**config.mk**
```make
export PLATFORM = sky130hd
export DESIGN_NAME = div_16x8_seq_flat
export DESIGN_NICKNAME = d
export VERILOG_FILES = /design/src/rtl/div_pkg.sv /design/src/rtl/div_16x8_seq_if.sv /design/src/rtl/div_step.sv /design/src/rtl/div_16x8_seq.sv /design/src/flat_wrapper.sv
export SDC_FILE = /design/constraint.sdc
export NUM_CORES = 1
export LEC_CHECK = 0
export BUFFER_PORTS_ARGS = -buffer_cell sky130_fd_sc_hd__buf_4
export CORE_MARGIN = 5
export CORE_UTILIZATION = 58
export CTS_CLUSTER_DIAMETER = 200
export DETAILED_ROUTE_END_ITERATION = 8
export PLACE_DENSITY = 0.91
export SLEW_MARGIN = 10
export SYNTH_ARGS = -nofsm -noshare
export SYNTH_HDL_FRONTEND = slang
export SYNTH_SLANG_ARGS = --single-unit
```
**constraint.sdc**
```tcl
create_clock -name clk -period 3.1 [get_ports clk]
set_input_delay 0.31 -clock clk [delete_from_list [all_inputs] [get_ports clk]]
set_output_delay 0.31 -clock clk [all_outputs]
set_load 0.03 [all_outputs]
```
**src/rtl/div_pkg.sv**
```systemverilog
// div_pkg: shared state encoding and width constants for the sequential divider
package div_pkg;
  localparam int DW_DEF = 16;
  localparam int VW_DEF = 8;
  function automatic int cnt_w(input int dw);
    return $clog2(dw + 1);
  endfunction
  localparam int CW_DEF = cnt_w(DW_DEF);
  typedef enum logic [1:0] {IDLE, BUSY, DONE} state_t;
endpackage

```
**src/rtl/div_16x8_seq_if.sv**
```systemverilog
// div_16x8_seq_if: operand/result valid-ready bus of the sequential divider
interface div_16x8_seq_if import div_pkg::*; #(parameter int DW = DW_DEF, parameter int VW = VW_DEF);
  logic in_valid, in_ready, out_valid, out_ready, div_by_zero;
  logic [DW-1:0] dividend, quotient;
  logic [VW-1:0] divisor, remainder;
  modport slave (
    input in_valid, dividend, divisor, out_ready,
    output in_ready, out_valid, quotient, remainder, div_by_zero
  );
  modport master (
    output in_valid, dividend, divisor, out_ready,
    input in_ready, out_valid, quotient, remainder, div_by_zero
  );
endinterface

```
**src/rtl/div_step.sv**
```systemverilog
// div_step: one combinational restoring-division step
module div_step import div_pkg::*; #(parameter int VW = VW_DEF) (
  input  logic [VW:0]   pr,
  input  logic          bit_in,
  input  logic [VW-1:0] divisor,
  output logic [VW:0]   pr_nxt,
  output logic          q_bit
);
  logic [VW:0] t;
  always_comb begin
    t = {pr[VW-1:0], bit_in};
    // a set pr MSB means the shifted value exceeds VW+1 bits and always fits the divisor
    q_bit = pr[VW] | (t >= {1'b0, divisor});
    pr_nxt = q_bit ? t - {1'b0, divisor} : t;
  end
endmodule

```
**src/rtl/div_16x8_seq.sv**
```systemverilog
// div_16x8_seq: restoring divider retiring one quotient bit per clock behind valid/ready
module div_16x8_seq import div_pkg::*; #(parameter int DW = DW_DEF, parameter int VW = VW_DEF) (
  input logic clk,
  input logic rst_n,
  div_16x8_seq_if.slave bus
);
  localparam int CW = cnt_w(DW);
  state_t state, state_nxt;
  logic [DW-1:0] q;
  logic [VW-1:0] dvs, rem;
  logic [VW:0] pr, pr_nxt;
  logic [CW-1:0] cnt;
  logic dz, q_bit, accept, last, zero;
  assign accept = bus.in_valid & bus.in_ready;
  assign last = cnt == CW'(DW - 1);
  assign zero = bus.divisor == '0;
  div_step #(.VW(VW)) u_step (
    .pr(pr),
    .bit_in(q[DW-1]),
    .divisor(dvs),
    .pr_nxt(pr_nxt),
    .q_bit(q_bit)
  );
  always_comb begin
    state_nxt = state;
    if (state == IDLE && accept) state_nxt = zero ? DONE : BUSY;
    if (state == BUSY && last) state_nxt = DONE;
    if (state == DONE && bus.out_ready) state_nxt = IDLE;
  end
  always_ff @(posedge clk) begin
    if (!rst_n) begin
      state <= IDLE;
      q <= '0;
      dvs <= '0;
      pr <= '0;
      cnt <= '0;
      rem <= '0;
      dz <= 1'b0;
    end else begin
      state <= state_nxt;
      if (accept) begin
        q <= zero ? '1 : bus.dividend;
        dvs <= bus.divisor;
        pr <= '0;
        cnt <= '0;
        rem <= zero ? bus.dividend[VW-1:0] : '0;
        dz <= zero;
      end else if (state == BUSY) begin
        q <= {q[DW-2:0], q_bit};
        pr <= pr_nxt;
        cnt <= cnt + CW'(1);
        if (last) rem <= pr_nxt[VW-1:0];
      end
    end
  end
  assign bus.in_ready = state == IDLE;
  assign bus.out_valid = state == DONE;
  assign bus.quotient = q;
  assign bus.remainder = rem;
  assign bus.div_by_zero = dz;
endmodule
```
**src/flat_wrapper.sv**
```systemverilog
// flat-port wrapper written by rule: the top's interface ports become plain ports
module div_16x8_seq_flat import div_pkg::*;
#(parameter int DW = DW_DEF, parameter int VW = VW_DEF)
  (clk, rst_n, bus_in_valid, bus_dividend, bus_divisor, bus_out_ready, bus_in_ready, bus_out_valid, bus_quotient, bus_remainder, bus_div_by_zero);
  div_16x8_seq_if #(.DW(DW), .VW(VW)) bus_i ();
  input logic clk;
  input logic rst_n;
  input wire logic [$bits(bus_i.in_valid)-1:0] bus_in_valid;
  input wire logic [$bits(bus_i.dividend)-1:0] bus_dividend;
  input wire logic [$bits(bus_i.divisor)-1:0] bus_divisor;
  input wire logic [$bits(bus_i.out_ready)-1:0] bus_out_ready;
  output wire logic [$bits(bus_i.in_ready)-1:0] bus_in_ready;
  output wire logic [$bits(bus_i.out_valid)-1:0] bus_out_valid;
  output wire logic [$bits(bus_i.quotient)-1:0] bus_quotient;
  output wire logic [$bits(bus_i.remainder)-1:0] bus_remainder;
  output wire logic [$bits(bus_i.div_by_zero)-1:0] bus_div_by_zero;
  assign bus_i.in_valid = bus_in_valid;
  assign bus_i.dividend = bus_dividend;
  assign bus_i.divisor = bus_divisor;
  assign bus_i.out_ready = bus_out_ready;
  assign bus_in_ready = bus_i.in_ready;
  assign bus_out_valid = bus_i.out_valid;
  assign bus_quotient = bus_i.quotient;
  assign bus_remainder = bus_i.remainder;
  assign bus_div_by_zero = bus_i.div_by_zero;
  div_16x8_seq #(.DW(DW), .VW(VW)) u_core (.clk(clk), .rst_n(rst_n), .bus(bus_i));
endmodule
```
==> results of run 1 <==
[registers in the layout, indices dropped and copies added (netlist names)]
register                flops
u_core.bus.div_by_zero      1
u_core.pr                   9
u_core.bus.quotient        16
u_core.bus.remainder        8
u_core.dvs                  8
u_core.state                2
u_core.cnt                  5
[cell type report]
type | count | area (um^2) | share of cell area (%)
well taps | 52 | 65.1 | 2.10
clock buffers | 7 | 76.3 | 2.46
flip-flops and latches | 49 | 981 | 31.6
multi-input cells | 238 | 1490 | 48.1
clock inverters | 1 | 7.51 | 0.242
repair buffers | 58 | 435 | 14.0
inverters | 12 | 45.0 | 1.45
[cell families (layout without fill, tap and decap cells)]
logic type | count (synthesis) | after routing | share of synthesized area (%)
flops | 49 | 49 | 37.7
simple gates | 106 | 106 | 18.5
fa+ha+maj | 11 | 11 | 5.59
xor+xnor | 5 | 5 | 1.69
buf+inv | 30 | 78 | 4.86
compound gates | 114 | 114 | 30.9
mux | 2 | 2 | 0.770
[per-stage QoR]
stage	area (um^2)	total power (W)	worst slack, ps	hold slack, ps
floorplan	2600	0.00120	1070	440
global placement	3020	0.00136	829	452
detailed placement	3020	0.00137	812	458
CTS	3100	0.00174	805	236
global route	3100	0.00185	588	242
finish	3100	0.00174	762	241
[layout by cell type, fill, tap and decap left out, types with 2 or more instances in the layout]
cell type,synthesis,routed
a211oi_1,7,7
a21boi_0,23,23
a21o_1,5,5
a21oi_1,22,22
a22o_1,2,2
a31oi_1,2,2
and3_1,2,2
buf_4,1,58
clkbuf_1,14,2
clkbuf_8,0,5
dfxtp_1,49,49
ha_1,10,10
inv_1,12,12
mux2i_1,2,2
nand2_1,56,56
nand3_1,2,2
nor2_1,22,21
nor2_2,1,2
nor2b_1,4,4
nor3_1,4,4
nor4_1,3,3
o211ai_1,4,4
o21a_1,2,2
o21ai_0,14,14
o221ai_1,15,15
o22ai_1,4,4
o31a_1,3,3
o31ai_1,3,3
or2_2,3,3
xnor2_1,2,2
xor2_1,3,3
[critical path, stage by stage (launching register included)]
cell and delay (ps):
dfxtp_1 360, ha_1 430, nand3_2 140, o31ai_1 360, a21o_2 200, or2_1 300
mux2i_1 310, a211oi_1 110
[power groups by stage]
stage | Sequential [W] | Combinational (W) | Clock [W]
after global placement | 0.000739 | 0.000623 | 0
after detailed placement | 0.000741 | 0.000634 | 0
after global routing | 0.000733 | 0.000699 | 0.000415
after floorplan | 0.000787 | 0.000414 | 0
after CTS | 0.000726 | 0.000636 | 0.000377
final | 0.000727 | 0.000643 | 0.000373
[worst paths after layout]
kind,from,endpoint,cells after the start
worst min-delay path,bus_out_ready,u_core.state[1],4
worst min register to register,u_core.dvs[7],u_core.dvs[7],2
worst max-delay path,u_core.pr[5],u_core.pr[4],7
worst max register to register,u_core.pr[5],u_core.pr[4],7
[layer usage]
layer | GRT usage, % | up-vias | routed length, um
li1 | - | 1234 | -
met1 | 28.2 | 1149 | 3010
met2 | 37.1 | 54 | 3310
met3 | 6.21 | 9 | 380
met4 | 5.42 | 0 | 76
met5 | 0 | - | 0
==> summary.txt, run 1 <==
Worst setup path
  – Req. time, crit path: 3270 ps
  – Worst setup EP type: flip-flop
  – Max Fanout on Critical Path: 9
  – Startpoint type of the worst setup path: flip-flop
  – Critical path type: flip-flop to flip-flop
  – Reg2reg setup slack: between 700 and 800 ps
  – Crit path DAT: 2510 ps

Detailed routing
  – Drt wl/cell: between 15 and 20 um
  – Initial DRC count: 202
  – Routed vias: ~2400
  – Drt pass-1 iters: 4
  – Routed Antenna Nets: 0
  – Vias per cell: ~5.9
  – # DRC: 0
  – Final WL: 6.78 mm

CTS
  – Htree depth: 2
  – Max Root-Sink Buffers: 2
  – Post_cts resized: 0
  – CTS root buffer: clkbuf_8
  – Worst skew pair latency: about 300 ps
  – CTS tree: built
  – Post-CTS Setup Bufs: 0
  – Post-CTS Hold Buffers: 0
  – Reg clk slew, reported paths: ~90 ps
  – CTS Sinks: 49
  – Num CTS Buffers: 5

Timing
  – Fin Clk Skew: between 3 and 4 ps
  – Tightest Pin Transition: 623 ps
  – Final setup TNS: 0 ps
  – Slew Viols, Final: 0
  – Final hold viol count: 0
  – Crit share post-route: roughly three quarters
  – Fmax: around 430 MHz
  – Final setup vio count: 0
  – Slew HR: 58.5%
  – Min Tclk post-route: between 2000 and 2500 ps
  – RSZ-0062 raised after global routing: no

Place
  – Cells after DPL: ~410
  – # port buffers: 54
  – DP Wirelength: between 5 and 6 mm
  – Routability Congestion: ~0.94

Floorplan
  – Die area: 5920 um^2
  – Row count: 24
  – Initial Utilization: just under 60%
  – Num ports: 55
  – Core area: 4350 um^2
  – Die width: between 70 and 80 um
  – Die H: around 77 um

Synth
  – Area leader, netlist: dfxtp_1
  – Synthesized area: 2600 um^2
  – Mapped Cells: about 320
  – Main synth FF type: dfxtp_1
  – #FFs+latches synth: a little under 50
  – Distinct cells, synth: 50
  – Post-synth ARST share: 0%
  – Synth Net Count: between 300 and 400
  – Share of the synthesized area in the top cell type: 37.7%
  – YS warnings: 0
  – Post-synth top cells: nand2_1, dfxtp_1, a21boi_0
  – Top post-synthesis cells by area: dfxtp_1, nand2_1, a21boi_0, o221ai_1, ha_1
  – Cell with the most instances after synthesis: nand2_1
  – EDFF count, synth: 0
  – Mean Syn Cell Area: 8.20 um^2
  – Sequential-to-total area share from yosys stat: 37.7%

Pwr
  – Internal Power: 0.00110 W
  – Cell Pwr Density: ~560 nW/um^2
  – NetSw: approximately 0.00065 W
  – Sequential Power Share: 41.7%
  – Comb power frac: a little under two fifths
  – VDD IR max: 0.392 mV
  – Static Leak: approximately 1.3 nW
  – Sw Share: 37.0%
  – Clock share of power: 21.4%

GRT
  – Initial antenna violation count: 0
  – Tot GR Track Use: between 20% and 30%
  – Total grt overflow: 0
  – Largest net degree at the start of global routing: slightly above 40
  – First-pass GRT wire length: approximately 11 mm
  – Vias in the first global route: about 2300

Finish
  – Layout area overhead: 19.5%
  – # nets final: 403
  – Post-layout util: 71.3%
  – Non-Filler Instances: ~420
  – ANT cells: 0
  – Filler instances: 327
  – Layout cell share with drive strength beyond 1: around a fifth

Status
  – Status: complete, no violations

Hold path
  – Class of the worst hold path: input port to flip-flop

Job
  – Number of max-cap violations: 0
(Power assumes the default switching activity.)
==> run 2, diff against run 1 <==
--- a/config.mk
+++ b/config.mk
@@ -7,10 +7,10 @@
 export LEC_CHECK = 0
 export BUFFER_PORTS_ARGS = -buffer_cell sky130_fd_sc_hd__buf_4
 export CORE_MARGIN = 5
-export CORE_UTILIZATION = 58
+export CORE_UTILIZATION = 49
 export CTS_CLUSTER_DIAMETER = 200
 export DETAILED_ROUTE_END_ITERATION = 8
-export PLACE_DENSITY = 0.91
+export PLACE_DENSITY = 0.83
 export SLEW_MARGIN = 10
 export SYNTH_ARGS = -nofsm -noshare
 export SYNTH_HDL_FRONTEND = slang
==> constraint.sdc (replaced) <==
create_clock -name clk -period 1.9 [get_ports clk]
set_input_delay 0.19 -clock clk [delete_from_list [all_inputs] [get_ports clk]]
set_output_delay 0.19 -clock clk [all_outputs]
set_load 0.03 [all_outputs]
==> run 2 against run 1 <==
Die area up 16%; largest power group is now combinational logic; combinational power rose to 2.5 times the previous value; the run now ends with setup timing left; count of clock-buffer cells in the layout down 2; fmax up 12%.
==> summary.txt, run 2 (synthesis results as in run 1) <==
Status
  – Status: finished, violations left (was complete, no violations)
  – Failing checks: setup timing

Finish
  – ANT cells: 0 (unchanged)
  – Layout cell share with drive strength beyond 1: 40.4% (was 20.3%)
  – Filler instances: 362 (was 327)
  – Most frequent cells in the layout: buf_4, nand2_1, dfxtp_1, a21boi_0, nor2_1 (was buf_4, nand2_1, dfxtp_1, a21boi_0, a21oi_1)
  – # nets final: 444 (was 403)
  – Leading cell type in the layout, fill and taps excluded: buf_4 (unchanged)
  – Non-Filler Instances: 476 (was 417)
  – Largest register FFs: 16 (unchanged)
  – Post-route cell area: 3730 um^2 (was 3100 um^2)
  – Layout area overhead: 43.7% (was 19.5%)

Worst setup path
  – Startpoint type of the worst setup path: flip-flop (unchanged)
  – Crit path DAT: 2300 ps (was 2510 ps)
  – Worst setup EP type: flip-flop (unchanged)
  – Max Fanout on Critical Path: 2 (was 9)
  – Req. time, crit path: 2120 ps (was 3270 ps)
  – Critical path type: flip-flop to flip-flop (unchanged)
  – Worst R2R Path Depth: 9 (was 7)

Floorplan
  – Row count: 26 (was 24)
  – Core area: 5140 um^2 (was 4350 um^2)
  – Initial Utilization: 50.6% (was 59.7%)
  – Die H: 82.8 um (was 76.9 um)
  – Num ports: 55 (unchanged)
  – Die width: 82.8 um (was 76.9 um)
  – Die area: 6860 um^2 (was 5920 um^2)

CTS
  – CTS Sinks: 49 (unchanged)
  – Worst skew pair latency: 300 ps (about the same)
  – CTS root buffer: clkbuf_8 (unchanged)
  – Num CTS Buffers: 5 (unchanged)
  – Reg clk slew, reported paths: 100 ps (was 90 ps)
  – CTS tree: built (unchanged)
  – Htree depth: 2 (unchanged)
  – Post-CTS Hold Buffers: 0 (unchanged)
  – Max Root-Sink Buffers: 2 (unchanged)

Pwr
  – Static Leak: 1.53 nW (was 1.26 nW)
  – Total power: 0.00361 W (was 0.00174 W)
  – Sequential Power Share: 33.3% (was 41.7%)
  – NetSw: 0.00133 W (was 0.000646 W)
  – Comb power frac: 45.0% (was 36.9%)
  – Internal Power: 0.00228 W (was 0.00110 W)
  – Cell Pwr Density: 966 nW/um^2 (was 562 nW/um^2)
  – VDD IR max: 0.770 mV (was 0.392 mV)
  – Clock share of power: 21.7% (was 21.4%)
  – Sw Share: 36.9% (was 37.0%)

Detailed routing
  – Routed vias: 2845 (was 2446)
  – Drt wl/cell: 17.7 um (was 16.2 um)
  – Final WL: 8.44 mm (was 6.78 mm)
  – Met2 Wirelength: 4.23 mm (was 3.31 mm)
  – Drt pass-1 iters: 5 (was 4)
  – # DRC: 0 (unchanged)
  – Met3 routed WL: 552 um (was 380 um)
  – Top routing layer in use: met4 (unchanged)
  – Vias per cell: 5.98 (was 5.87)
  – Routed Antenna Nets: 0 (unchanged)
  – Initial DRC count: 310 (was 202)
  – Wl on met1: 3.43 mm (was 3.01 mm)

GRT
  – Vias in the first global route: 2784 (was 2326)
  – Total grt overflow: 0 (unchanged)
  – Tot GR Track Use: 22.8% (was 22.2%)
  – Initial antenna violation count: 0 (unchanged)
  – Largest net degree at the start of global routing: 36 (was 41)
  – First-pass GRT wire length: 13.2 mm (was 11.0 mm)

Place
  – DP Wirelength: 5.82 mm (was 5.08 mm)
  – # port buffers: 54 (unchanged)
  – Dpl cell area: 3420 um^2 (was 3020 um^2)
  – Routability Congestion: 0.923 (was 0.944)
  – Cells after DPL: 464 (was 409)

Timing
  – Fin Clk Skew: 8.81 ps (was 3.38 ps)
  – Setup ws final: -186 ps (was 762 ps)
  – Tightest Pin Transition: 535 ps (was 623 ps)
  – Slew HR: 64.3% (was 58.5%)
  – Fmax: 479 MHz (was 428 MHz)
  – Min Tclk post-route: 2090 ps (was 2340 ps)
  – RSZ-0062 raised after global routing: yes (was no)
  – Hold_ws: 133 ps (was 241 ps)
  – Slew Viols, Final: 0 (unchanged)
  – Crit share post-route: 110% (was 75.4%)
  – Final setup vio count: 12 (was 0)
  – Final hold viol count: 0 (unchanged)

Hold path
  – Class of the worst hold path: input port to flip-flop (unchanged)
  – Hold Path Cell Cnt: 4 (unchanged)

Job
  – Number of max-cap violations: 0 (unchanged)
-- run 2: area by class of cell --
cell class                      instances  area [um^2]  share of cell area, %
Tap cell                               70         87.6                   2.35
Sequential cell                        49          997                   26.7
Clock buffer                            5         68.8                   1.84
Clock inverter                          3         43.8                   1.17
Multi-Input combinational cell        238         1730                   46.4
Inverter                               12         45.0                   1.21
Timing Repair Buffer                   99          759                   20.3
-- run 2: path summary, 6_finish.rpt --
check                                        startpoint              end  slack [ps]
worst min register to register            u_core.dvs[6]    u_core.dvs[6]         470
worst max register to register  u_core.bus.quotient[15]     u_core.pr[8]        -190
worst max-delay path            u_core.bus.quotient[15]     u_core.pr[8]        -190
worst min-delay path                      bus_out_ready  u_core.state[1]         130
-- run 2: what timing repair did --
item / in CTS / in global routing
pin swaps: 19 / 11
cloned: 0 / 0
setup buffers: 2 / 2
gates resized for setup: 16 / 33
endpoints found under the setup margin: 17 / 18
endpoints found under the hold margin: 0 / 0
-- run 2: layer usage --
layer,vias to the layer above,track usage [%]
met2,133,40.4
met5,-,0
met4,0,7.73
met3,29,3.47
li1,1317,-
met1,1366,28.1
-- run 2: power by group through the flow --
stage | Sequential [W] | Clock, W | Combinational (W)
floorplan | 0.00129 | 0 | 0.000719
global placement | 0.00121 | 0 | 0.00125
detailed placement | 0.00121 | 0 | 0.00128
CTS | 0.00119 | 0.000779 | 0.00142
global route | 0.00121 | 0.000823 | 0.00173
finish | 0.00120 | 0.000784 | 0.00162
-- run 2: stage by stage --
| stage | setup slack, ps | utilization (%) | TNS, ps |
|---|---|---|---|
| final | -186 | 72.7 | -932 |
| after CTS | -177 | 70.1 | -1210 |
| after floorplan | -88.9 | - | -166 |
| after global placement | -219 | 66.5 | -1740 |
| after global routing | -264 | 72.7 | -1830 |
| after detailed placement | -282 | 66.5 | -2770 |
-- run 2: critical path, cell delays in order (launching register included) --
cell and delay (ps):
dfxtp_2 340, inv_2 60, ha_4 130, fa_2 220, nor2b_4 40, o31a_1 260, o31a_1 280, o22a_1 190
o31a_1 250, a211oi_2 210
